===== src/rtl/fwd_ctrl_unit.sv =====
// EX-stage operand forwarding control.
// Compares the ID/EX source registers against the EX/MEM and MEM/WB destinations and
// selects the ALU operand-mux source for rs and rt. Also keeps saturating forwarding
// event counters for performance debug.
// Optional build macro: FWD_REG_OUT_EN registers the select outputs (latency 1).
module fwd_ctrl_unit #(
  parameter int unsigned REG_AW = 5,
  parameter int unsigned CNT_W  = 16
) (
  input  logic              clk,
  input  logic              reset,
  input  logic              reg_write_xm,
  input  logic              reg_write_mw,
  input  logic [REG_AW-1:0] rd_register_xm,
  input  logic [REG_AW-1:0] rd_register_mw,
  input  logic [REG_AW-1:0] rs_register_dx,
  input  logic [REG_AW-1:0] rt_register_dx,
  output logic [1:0]        fwdctrl_rs,
  output logic [1:0]        fwdctrl_rt,
  output logic [CNT_W-1:0]  xm_fwd_count,
  output logic [CNT_W-1:0]  mw_fwd_count
);

  localparam logic [1:0]       SelRf  = 2'b00;
  localparam logic [1:0]       SelXm  = 2'b10;
  localparam logic [1:0]       SelMw  = 2'b01;
  localparam logic [CNT_W-1:0] CntMax = '1;

  logic       xm_valid, mw_valid;
  logic       hit_rs_xm, hit_rs_mw, hit_rt_xm, hit_rt_mw;
  logic [1:0] rs_sel, rt_sel;
  logic       xm_evt, mw_evt;

  logic [CNT_W-1:0] xm_cnt_q, xm_cnt_d;
  logic [CNT_W-1:0] mw_cnt_q, mw_cnt_d;

  // Hit detection: a stage forwards only if it writes a register other than r0.
  always_comb begin
    xm_valid  = reg_write_xm && (rd_register_xm != '0);
    mw_valid  = reg_write_mw && (rd_register_mw != '0);
    hit_rs_xm = xm_valid && (rd_register_xm == rs_register_dx);
    hit_rs_mw = mw_valid && (rd_register_mw == rs_register_dx);
    hit_rt_xm = xm_valid && (rd_register_xm == rt_register_dx);
    hit_rt_mw = mw_valid && (rd_register_mw == rt_register_dx);
  end

  // Select decision per operand; XM (youngest result) wins over MW.
  always_comb begin
    rs_sel = SelRf;
    rt_sel = SelRf;
    if (hit_rs_xm) begin
      rs_sel = SelXm;
    end else if (hit_rs_mw) begin
      rs_sel = SelMw;
    end
    if (hit_rt_xm) begin
      rt_sel = SelXm;
    end else if (hit_rt_mw) begin
      rt_sel = SelMw;
    end
  end

  // Counter next-state: at most one increment per cycle, saturating at all-ones.
  always_comb begin
    xm_evt   = (rs_sel == SelXm) || (rt_sel == SelXm);
    mw_evt   = (rs_sel == SelMw) || (rt_sel == SelMw);
    xm_cnt_d = xm_cnt_q;
    mw_cnt_d = mw_cnt_q;
    if (xm_evt && (xm_cnt_q != CntMax)) begin
      xm_cnt_d = xm_cnt_q + 1'b1;
    end
    if (mw_evt && (mw_cnt_q != CntMax)) begin
      mw_cnt_d = mw_cnt_q + 1'b1;
    end
  end

  // Counter registers; reset overrides any increment in the same cycle.
  always_ff @(posedge clk) begin
    if (reset) begin
      xm_cnt_q <= '0;
      mw_cnt_q <= '0;
    end else begin
      xm_cnt_q <= xm_cnt_d;
      mw_cnt_q <= mw_cnt_d;
    end
  end

  assign xm_fwd_count = xm_cnt_q;
  assign mw_fwd_count = mw_cnt_q;

`ifdef FWD_REG_OUT_EN
  logic [1:0] rs_sel_q, rt_sel_q;

  // Registered selects; counters above still use the current-cycle decision.
  always_ff @(posedge clk) begin
    if (reset) begin
      rs_sel_q <= SelRf;
      rt_sel_q <= SelRf;
    end else begin
      rs_sel_q <= rs_sel;
      rt_sel_q <= rt_sel;
    end
  end

  assign fwdctrl_rs = rs_sel_q;
  assign fwdctrl_rt = rt_sel_q;
`else
  assign fwdctrl_rs = rs_sel;
  assign fwdctrl_rt = rt_sel;
`endif

endmodule


===== config.mk =====
export PLATFORM = sky130hd
export DESIGN_NAME = fwd_ctrl_unit
export DESIGN_NICKNAME = d
export VERILOG_FILES = /design/src/rtl/fwd_ctrl_unit.sv
export SDC_FILE = /design/constraint.sdc
export NUM_CORES = 1
export LEC_CHECK = 0
export ABC_AREA = 1
export CAP_MARGIN = 10
export CORE_ASPECT_RATIO = 0.9
export CORE_MARGIN = 5
export CORE_UTILIZATION = 32
export CTS_BUF_LIST = sky130_fd_sc_hd__clkbuf_8
export CTS_CLUSTER_DIAMETER = 80
export CTS_CLUSTER_SIZE = 20
export DETAILED_ROUTE_END_ITERATION = 10
export GPL_ROUTABILITY_DRIVEN = 0
export SYNTH_ARGS = -nofsm -noshare
export SYNTH_HDL_FRONTEND = slang
export SYNTH_SLANG_ARGS = --single-unit
export TNS_END_PERCENT = 5

===== constraint.sdc =====
create_clock -name clk -period 1.67 [get_ports clk]
set_input_delay 0.167 -clock clk [delete_from_list [all_inputs] [get_ports clk]]
set_output_delay 0.167 -clock clk [all_outputs]
set_load 0.02 [all_outputs]

# [Word level (Yosys, flattened, before mapping)]
# Index checks and enable logic that the tools add are counted.
[op_classes] add_sub_neg=2 eq_ne=10 mux=4 reduce_logical=12
[op_table] operator="$add 16x1->16 const B" n=2
[op_table] operator="$ne 16x16->1 const B" n=2
[op_table] operator="$eq 5x5->1" n=4
[op_table] operator="$reduce_bool 5->1" n=2
[op_table] operator="$logic_and 1x1->1" n=8
[op_table] operator="$eq 2x1->1 const B" n=2
[op_table] operator="$eq 2x2->1 const B" n=2
[op_table] operator="$mux 2" n=2
[op_table] operator="$logic_or 1x1->1" n=2
[op_table] operator="$mux 1" n=2
[totals] regBits=32 inputBits=24 out_inout_bits=36 wordCells=30

# [Depth between registers and ports, before layout]
# Gate-level depths: netlist of run 1.
[depth] ltp_word=8 ltp_mapped=12 mapped_depth_nobuf=11

# [Worst setup path after synthesis of run 1]
# OpenSTA, ideal clock, no wires.
[synth_timing] kind="register to register" from="register xm_cnt_q[0] (netlist: xm_fwd_count[0])" to="register xm_cnt_q[6] (netlist: xm_fwd_count[6])" setup_ns=0.071 arrival_time_ns=1.835 t_required_ns=1.599 setup_slack_ns=-0.236 path_stages_with_launch=11 n_path_buf=1 period_less_slack_ns=1.906 path_cell_list="dfxtp_1 -> ha_1 -> nand2_2 -> nor3_4 -> nand2_4 -> nor3_4 -> nand2_2 -> nand2_4 -> buf_6 -> nand2_1 -> a21oi_2"
[synth_between] elab_chain_cells=2 elab_cells_between_ends=3 cone_classes="add/sub (1); eq/ne (1); reduce/logical (1)"
[synth_rtl] item="from (decl)" line="34" text="logic [CNT_W-1:0] xm_cnt_q, xm_cnt_d;"
[synth_rtl] item="from (signal assigned)" line="83" text="xm_cnt_q <= xm_cnt_d;"
[synth_rtl] item="parallel branches: the longest is 2 deep, another holds $add 16x1->16"
# Several ways; the timed one is not identified.
# A chain may end at the register's enable or synchronous reset.

# [Worst setup path after layout of run 1]
[layout_timing] from="input rs_register_dx[0]" to="output fwdctrl_rs[0]"
[layout_between] elab_chain_cells=4 elab_cells_between_ends=6 cone_classes="eq/ne (2); mux (2); reduce/logical (2)"
[layout_rtl] item="from (decl)" line="16" text="input logic [REG_AW-1:0] rs_register_dx,"
[layout_rtl] item="$eq 5x5->1" line="42" text="hit_rs_mw = mw_valid && (rd_register_mw == rs_register_dx);"
[layout_rtl] item="$logic_and 1x1->1" line="42"
[layout_rtl] item="$mux 1" line="53" text="end else if (hit_rs_mw) begin"
[layout_rtl] item="$mux 2 *" line="51" text="if (hit_rs_xm) begin"
[layout_rtl] item="to (decl)" line="18" text="output logic [1:0] fwdctrl_rs,"
# Every way passes the cells marked *; elsewhere a longest branch is shown, timed or not.

==> metrics.txt, run 1 <==
status=completed; Synth Net Count=395; setup tns final=0 ps; I/O Buffers=slightly below 60; final setup violation count=0; WP buf/inv=3; max cap viols=0; Rel. slew slack=0.758; Clock Latency Late Sink=290 ps; Top FF cell, synth=dfxtp_1; critical path's slowest cell=clkdlybuf4s50_1; critical path type=in -> out; die width=98.6 µm; ratio of cells with drive above 1 in the final layout=0.151; initial antenna violation count=0; Max Used Layer=met4; Layout Nets=470; post-synth top area cell=dfxtp_1; CTS tree=yes; RSZ-0062 raised after global routing=true; worst clock skew=6.08 ps; cts bufs inserted=5; Power Total=around 1.8 mW; internal power=1.40 mW; Crit. End Element=output port; Critical Path Max Stage Delay=approximately 510 ps; synthesized flop and latch total=32; worst-path maximum fanout=3; most numerous cell in the Yosys netlist=nand2_1; area share of the largest cell type after synthesis=0.284; total core area=6970 µm²; Hold Path Class=reg -> reg; worst-margin pin slew=around 360 ps; Mapped Area=~2300 µm²; minimum period implied by the final worst setup slack=between 1500 and 2000 ps; Final Hold Vio Count=0; Most common cell on crit path=nand2_1; grt ovf=0; multi-input logic area=~1400 µm²; Logic pwr share=0.127; initial DRC count=66; final design utilization=0.468; pwr dens=around 560 nW/µm²; critical path required time=1500 ps; antenna diode count=0; Post-synth EDFFs=0; Die Area=8840 µm²; WL met3=361 µm; met1 wire length=approximately 3000 µm; critical path startpoint category=input pin; switching part of the total=0.238; Layout area overhead=44.5%; Mapped Cells=369; final worst-path cycle share=0.963; Ys Warns=0; register area share after synthesis=0.284; Sink Count=32; Critical Path, Cell by Cell=clkdlybuf4s50_1 -> xnor2_1 -> nand2_1 -> nor2_1 -> nand3_2 -> nand2_1 -> inv_1 -> buf_4; design area=3260 µm²; largest net degree at the start of global routing=33; post-synth cell types=25; Detail Placement HPWL=about 4600 µm; post-route ant nets=0; Area after DPL=approximately 3100 µm²; Routed WL=6220 µm; Seq pwr share=0.417; net switching power=0.439 mW; final std cells w/o fill=538; Chip Height=89.7 µm; TritonRoute pass-1 iters=4; Avg Cell Area, Syn=6.12 µm²; Fillers=between 700 and 800; Inst Count DP=530; Starting Density=0.324; post-DR vias/cell=4.58; detailed-route wire length per cell=11.6 µm; Post-CTS Setup Inserts=0; Final Max Slew Viols=0; fmax=~0.62 GHz; clock network power share=0.456; Clk pin slew, worst setup/hold paths=70 ps; H-tree lvl count=2; worst-case clock buffer depth=2; global-route wire length before repair=10100 µm; Worst EP arrival=1440 ps; maximum VDD drop=0.304 mV; DR WL met2=about 2800 µm; IO Pins=60; vias=around 2500; synth cell count leaders=nand2_1, nor2_1, nand3_1; CP delay by family, top=buffers and inverters; FP Rows=29; Post-route DRC=0; register area=652 µm²; Post-CTS Hold Fix Bufs=0; vias in the first global route=2202; Synth area leaders=dfxtp_1, nand2_1, nand3_1; Root Buffer=clkbuf_8; LEAKAGE=~1.5 nW; Tot GR Track Use=0.134; ys async rst share=0
[power by group through the flow]
stage / registers, mW / logic (mW) / clock network (mW)
finish: 0.768 / 0.233 / 0.839
global placement: 0.785 / 0.229 / 0
detailed placement: 0.785 / 0.233 / 0
floorplan: 0.792 / 0.107 / 0
CTS: 0.767 / 0.230 / 0.858
global route: 0.768 / 0.257 / 0.895
[layout make-up]
cell class | count | share of cell area
clock inverters | 1 | 0.00920
multi-input cells | 276 | 0.439
flip-flops and latches | 32 | 0.200
inverters | 50 | 0.0575
well taps | 93 | 0.0357
repair buffers | 79 | 0.229
clock buffers | 7 | 0.0295
[cell usage in the layout (no fill, tap or decap), drive strengths merged]
cell type / instances
a21oi: 29
buf: 22
bufinv: 1
clkbuf: 9
clkdlybuf4s50: 49
clkinv: 2
dfxtp: 32
dlygate4sd2: 3
dlymetal6s2s: 3
ha: 2
inv: 48
nand2: 105
nand2b: 1
nand3: 47
nand3b: 2
nand4: 4
nor2: 56
nor3: 7
o21ai: 2
xnor2: 4
xor2: 17
[state kept, by name, summed over array words and instances (netlist names)]
register      count
mw_fwd_count     16
xm_fwd_count     16
[routing by layer]
metal,global-route usage,vias up
met4,0.0307,0
met5,0,-
met3,0.0333,7
li1,-,1302
met1,0.187,1106
met2,0.209,50
[worst reg2reg max path: cells and delay by family, from the launching register on]
family | cells | cell delay, ps
AO/OA/AOI/OAI | 1 | 60
adder cells (fa/ha/maj) | 1 | 160
buffers and inverters | 1 | 180
flip-flops | 1 | 360
AND/OR/NAND/NOR | 6 | 740
[path summary, 6_finish.rpt]
kind                                      start                            end  slack, ps  cells after the start
hold reg to reg   xm_fwd_count[13]$_SDFFE_PP0P_  xm_fwd_count[13]$_SDFFE_PP0P_        510                      2
setup / recovery              rs_register_dx[0]                  fwdctrl_rs[0]         60                      8
setup reg to reg   xm_fwd_count[1]$_SDFFE_PP0P_  xm_fwd_count[10]$_SDFFE_PP0P_         70                      9
hold / removal    xm_fwd_count[13]$_SDFFE_PP0P_  xm_fwd_count[13]$_SDFFE_PP0P_        510                      2
[timing repair]
action / CTS / global route
resized for setup: 15 / 21
endpoints found under the setup margin: 4 / 35
pin swaps: 0 / 3
hold endpoints to repair: 0 / 0
[stage by stage]
stage                     setup WS [ps]  hold WS, ps
after floorplan                   -52.1          236
after global placement             -390          501
after detailed placement           -405          504
after CTS                         -7.09          517
after global routing               -111          548
final                              61.1          514
[logic make-up after synthesis]
group	Yosys count	share of synthesized area
AO/OA/AOI/OAI	31	0.0853
XOR/XNOR	21	0.0814
adder cells (fa/ha/maj)	2	0.0111
buffers and inverters	61	0.110
flip-flops	32	0.284
AND/OR/NAND/NOR	222	0.429
(Power assumes the default switching activity.)
==> run 2, diff against run 1 <==
--- a/config.mk
+++ b/config.mk
@@ -15,6 +15,7 @@
 export CTS_CLUSTER_SIZE = 20
 export DETAILED_ROUTE_END_ITERATION = 10
 export GPL_ROUTABILITY_DRIVEN = 0
+export GPL_TIMING_DRIVEN = 0
 export SYNTH_ARGS = -nofsm -noshare
 export SYNTH_HDL_FRONTEND = slang
 export SYNTH_SLANG_ARGS = --single-unit
==> run 2 against run 1 <==
Effect of this change:
- the flow now finishes with violations (setup timing)
- core utilization fell by 0.86 points
- design area fell by 1.8%
- sequential power barely moved
- via count fell by 1.4%
- setup slack got worse by 120 ps
- die area did not move
- flip-flop and latch count did not move
- combinational power fell by 4%
- final cell count fell by 0.74%
- count of clock-buffer cells in the layout fell by 2
- fmax fell by 6.8%
- global-route usage rose by 0.39 points
- critical endpoint is now xm_fwd_count[15]$_SDFFE_PP0P_
- largest power group is now registers
==> metrics.txt, run 2 (synthesis gave the netlist of run 1 again) <==
status=finished with violations; failing checks=setup timing; total core area=6970 µm² (unchanged); final worst-path cycle share=1.03 (+0.0702); minimum period implied by the final worst setup slack=1730 ps (+117 ps); Sink Count=32 (unchanged); critical path startpoint category=flip-flop; Power Total=1.57 mW (-15%); worst-path maximum fanout=10 (+7); Fillers=743 (+3.6%); I/O Buffers=59 (unchanged); post-route ant nets=0 (unchanged); final std cells w/o fill=534 (-0.74%); final setup violation count=12 (+12); setup tns final=-522 ps (-522 ps); CP delay by family, top=simple AND/OR/NAND/NOR gates; Layout area overhead=41.8%; Clock Latency Late Sink=290 ps (about the same); Most common cell on crit path=nand2_4; antenna diode count=0 (unchanged); post-DR vias/cell=4.55 (-0.64%); cell count along the critical path=10 (+2); die width=98.6 µm (unchanged); worst-margin pin slew=746 ps (+386 ps); Clk pin slew, worst setup/hold paths=70 ps (about the same); H-tree lvl count=2 (unchanged); TritonRoute pass-1 iters=4 (unchanged); WHS=501 ps (-13.3 ps); global-route wire length before repair=10400 µm (+2.9%); internal power=1.15 mW (-18%); design area=3200 µm² (-1.8%); FP Rows=29 (unchanged); Chip Height=89.7 µm (unchanged); critical path required time=1880 ps (+380 ps); worst-case clock buffer depth=2 (unchanged); critical path's slowest cell=dfxtp_4; fmax=0.579 GHz (-6.8%); detailed-route wire length per cell=11.4 µm (-1.6%); Logic pwr share=0.142 (+0.015); switching part of the total=0.267 (+0.0290); Worst EP arrival=1940 ps (+500 ps); pre-CTS WS=-587 ps (-183 ps); clock network power share=0.367 (-0.089); Tot GR Track Use=0.138 (+0.00387); Root Buffer=clkbuf_8; Die Area=8840 µm² (unchanged); vias=2431 (-1.4%); CTS tree=yes; worst hold path stage count=2 (unchanged); Critical Path Max Stage Delay=390 ps (-120 ps); Seq pwr share=0.491 (+0.074); ratio of cells with drive above 1 in the final layout=0.134 (-0.0168); net switching power=0.419 mW (-4.4%); critical path type=reg -> reg; RSZ-0062 raised after global routing=true; IO Pins=60 (unchanged); register area=659 µm² (+1.2%); Rel. slew slack=0.503 (-0.255); final design utilization=0.460 (-0.00862); max cap viols=0 (unchanged); vias in the first global route=2353 (+6.9%); initial antenna violation count=0 (unchanged); Post-route DRC=0 (unchanged); Starting Density=0.324 (unchanged); worst clock skew=8.64 ps (+2.56 ps); Critical Path, Cell by Cell=ha_4 -> nand2_4 -> nor3_4 -> nand2_4 -> nor3_4 -> nand2_2 -> nand2_4 -> buf_8 -> nand2_1 -> a21oi_2; WP buf/inv=1 (-2); most common cell after layout, fill and taps aside=nand2_1; initial DRC count=58 (-12%); Final WS setup=-56.1 ps (-117 ps); LEAKAGE=1.52 nW (+2.7%); Final Hold Vio Count=0 (unchanged); Inst Count DP=521 (-1.7%); Layout Nets=466 (-0.85%); most frequent cells in the layout=nand2_1, nor2_1, inv_1; multi-input logic area=1420 µm² (-0.87%); Routed WL=6070 µm (-2.3%); largest net degree at the start of global routing=11 (-67%); cts bufs inserted=5 (unchanged); worst r2r path cells=10 (+1); Detail Placement HPWL=4580 µm (+0.16%); Post-CTS Hold Fix Bufs=0 (unchanged); maximum VDD drop=0.268 mV (-12%); grt ovf=0 (unchanged); Hold Path Class=reg -> reg; Area after DPL=2990 µm² (-3.3%); Final Max Slew Viols=0 (unchanged); pwr dens=490 nW/µm² (-13%); Crit. End Element=flip-flop
run 2: power groups by stage:
| stage | registers [mW] | logic [mW] | clock network [mW] |
|---|---|---|---|
| floorplan | 0.792 | 0.107 | 0 |
| global placement | 0.789 | 0.216 | 0 |
| detailed placement | 0.789 | 0.220 | 0 |
| CTS | 0.771 | 0.222 | 0.598 |
| global route | 0.770 | 0.250 | 0.628 |
| finish | 0.770 | 0.223 | 0.576 |
run 2: worst paths after layout:
check / startpoint / slack, ps / endpoint
max reg2reg: xm_fwd_count[0]$_SDFFE_PP0P_ / -60 / xm_fwd_count[15]$_SDFFE_PP0P_
min reg2reg: xm_fwd_count[13]$_SDFFE_PP0P_ / 500 / xm_fwd_count[13]$_SDFFE_PP0P_
max: xm_fwd_count[0]$_SDFFE_PP0P_ / -60 / xm_fwd_count[15]$_SDFFE_PP0P_
min: xm_fwd_count[13]$_SDFFE_PP0P_ / 500 / xm_fwd_count[13]$_SDFFE_PP0P_
run 2: layer usage:
metal,up-vias,GRT usage,share of wire,wire length [µm]
met5,-,0,0,0
met4,0,0.0353,0.0063,38
met3,4,0.0433,0.061,369
met2,49,0.232,0.47,2860
met1,1086,0.172,0.46,2810
li1,1292,-,-,-
run 2: cell type report:
type                            count  share of cell area
Clock buffer                        5              0.0215
Tap cell                           93              0.0363
Inverter                           50              0.0586
Buffer                             11              0.0297
Multi-Input combinational cell    276               0.444
Clock inverter                      3             0.00391
Timing Repair Buffer               64               0.200
Sequential cell                    32               0.206
run 2: worst reg2reg max path, cell delays in order, from the launching register on:
cell	delay, ps
dfxtp_4	390
ha_4	160
nand2_4	60
nor3_4	250
nand2_4	90
nor3_4	150
nand2_2	110
nand2_4	120
buf_8	140
nand2_1	60
a21oi_2	110
run 2: what timing repair did:
| action | 4_1_cts | 5_1_grt |
|---|---|---|
| pin swaps | 3 | 2 |
| resized for setup | 25 | 31 |
| gates cloned | 0 | 0 |
| setup buffers | 1 | 4 |
| endpoints found under the setup margin | 32 | 35 |
==> run 3, diff against run 2 <==
--- a/config.mk
+++ b/config.mk
@@ -16,6 +16,7 @@
 export DETAILED_ROUTE_END_ITERATION = 10
 export GPL_ROUTABILITY_DRIVEN = 0
 export GPL_TIMING_DRIVEN = 0
+export MAX_ROUTING_LAYER = met4
 export SYNTH_ARGS = -nofsm -noshare
 export SYNTH_HDL_FRONTEND = slang
 export SYNTH_SLANG_ARGS = --single-unit
==> run 3 against run 2 <==
Effect of this change:
- the run still ends with setup timing left
- core utilization is the same
- total power is essentially flat
- highest routed layer unchanged
- via count shrank 0.12%
- setup slack lost 4.8 ps
- sequential share of layout area is the same
- sequential power is essentially flat
- largest cell class unchanged
- fmax shrank 0.28%
- design area is the same
- global-route usage grew 0.39 points
- critical path type unchanged
- final cell count is the same
==> metrics.txt, run 3 (synthesis gave the netlist of run 1 again) <==
Root Buffer=clkbuf_8; pre-CTS WS=-587 ps (unchanged); Clk pin slew, worst setup/hold paths=70 ps (about the same); TritonRoute pass-1 iters=4 (unchanged); final setup violation count=13 (+1); worst-path maximum fanout=10 (unchanged); Max Used Layer=met4; design area=3200 µm² (unchanged); Clock Latency Late Sink=290 ps (about the same); Logic pwr share=0.142 (about the same); net switching power=0.420 mW (+0.20%); H-tree lvl count=2 (unchanged); maximum VDD drop=0.269 mV (+0.49%); WHS=501 ps (+0.0290 ps); FP Rows=29 (unchanged); LEAKAGE=1.52 nW (unchanged); critical path required time=1810 ps (-70 ps); WL met3=294 µm (-20%); pwr dens=490 nW/µm² (about the same); Crit. End Element=flip-flop; internal power=1.15 mW (about the same); WP buf/inv=1 (unchanged); Critical Path Max Stage Delay=390 ps (about the same); Sink Count=32 (unchanged); setup tns final=-561 ps (-38.8 ps); Rel. slew slack=0.499 (-0.00420); vias=2428 (-0.12%); met1 wire length=2870 µm (+2.2%); most frequent cells in the layout=nand2_1, nor2_1, inv_1; most common cell after layout, fill and taps aside=nand2_1; minimum period implied by the final worst setup slack=1730 ps (+4.85 ps); vias in the first global route=2350 (-0.13%); ratio of cells with drive above 1 in the final layout=0.134 (unchanged); I/O Buffers=59 (unchanged); CP delay by family, top=simple AND/OR/NAND/NOR gates; Final Max Slew Viols=0 (unchanged); Hold Path Class=reg -> reg; clock network power share=0.368 (about the same); Detail Placement HPWL=4580 µm (unchanged); Area after DPL=2990 µm² (unchanged); critical path's slowest cell=dfxtp_4; flop-to-flop setup slack=-60 ps (about the same); max cap viols=0 (unchanged); switching part of the total=0.268 (+0.000388); die width=98.6 µm (unchanged); largest net degree at the start of global routing=11 (unchanged); Layout Nets=466 (unchanged); Post-CTS Hold Fix Bufs=0 (unchanged); Layout area overhead=41.8% (unchanged); grt ovf=0 (unchanged); failing checks=setup timing; Final Hold Vio Count=0 (unchanged); cts bufs inserted=5 (unchanged); Post-route DRC=0 (unchanged); Die Area=8840 µm² (unchanged); worst-margin pin slew=752 ps (+6.30 ps); fmax=0.578 GHz (-0.28%); post-DR vias/cell=4.55 (-0.12%); Seq pwr share=0.491 (about the same); IO Pins=60 (unchanged); post-route ant nets=0 (unchanged); Starting Density=0.324 (unchanged); initial DRC count=72 (+24%); Routed WL=6080 µm (about the same); Tot GR Track Use=0.142 (+0.00386); initial antenna violation count=0 (unchanged); status=finished with violations; Critical Path, Cell by Cell=ha_4 -> nand2_4 -> nor3_4 -> nand2_4 -> nor3_4 -> nand2_2 -> buf_4 -> nand3_1 -> a21oi_2; Chip Height=89.7 µm (unchanged); Final WS setup=-61.0 ps (-4.85 ps); final worst-path cycle share=1.04 (+0.00290); total core area=6970 µm² (unchanged); final design utilization=0.460 (unchanged); CTS tree=yes; worst-case clock buffer depth=2 (unchanged); worst clock skew=7.53 ps (-1.11 ps); global-route wire length before repair=10400 µm (+0.13%); antenna diode count=0 (unchanged); Worst EP arrival=1870 ps (-70 ps); critical path startpoint category=flip-flop; critical path type=reg -> reg; DR WL met2=2850 µm (-0.18%); detailed-route wire length per cell=11.4 µm (about the same); RSZ-0062 raised after global routing=true
==> run 3: routing by layer <==
| metal | track usage | vias to the layer above |
|---|---|---|
| met1 | 0.177 | 1084 |
| met3 | 0.0348 | 8 |
| met4 | 0.0353 | 0 |
| met2 | 0.232 | 45 |
| met5 | - | - |
| li1 | - | 1291 |
==> run 3: worst min-delay path: stages, from the launching register on <==
cell     delay, ps
dfxtp_1        330
nand2_1         80
a21oi_2         40
==> run 3: worst paths after layout <==
check / from / to / cells past startpoint
hold reg to reg: xm_fwd_count[13]$_SDFFE_PP0P_ / xm_fwd_count[13]$_SDFFE_PP0P_ / 2
hold / removal: xm_fwd_count[13]$_SDFFE_PP0P_ / xm_fwd_count[13]$_SDFFE_PP0P_ / 2
setup / recovery: xm_fwd_count[1]$_SDFFE_PP0P_ / xm_fwd_count[10]$_SDFFE_PP0P_ / 9
setup reg to reg: xm_fwd_count[1]$_SDFFE_PP0P_ / xm_fwd_count[10]$_SDFFE_PP0P_ / 9
==> run 3: area by class of cell <==
type,count,area [µm²]
tap,93,116
multi-input combinational,276,1420
sequential,32,659
clock buffer,5,68.8
fill,743,3760
timing repair buffer,64,642
clock inverter,3,12.5
buffer,11,95.1
inverter,50,188
==> run 3: what timing repair did <==
action | 4_1_cts | 5_1_grt
setup endpoints to repair | 32 | 35
cloned | 0 | 0
gates resized for setup | 25 | 31
setup buffers | 1 | 4
pin swaps | 3 | 2
==> run 3: power groups by stage <==
stage,Clock [mW],Combinational [mW],Sequential [mW]
finish,0.577,0.223,0.770
global route,0.628,0.250,0.770
CTS,0.598,0.222,0.771
detailed placement,0,0.220,0.789
global placement,0,0.216,0.789
floorplan,0,0.107,0.792
==> run 3: metrics by stage <==
step / total power, mW / cells
after global placement: 1.00 / 521
after floorplan: 0.899 / 369
after CTS: 1.59 / 530
after detailed placement: 1.01 / 521
final: 1.57 / 534
after global routing: 1.65 / 534
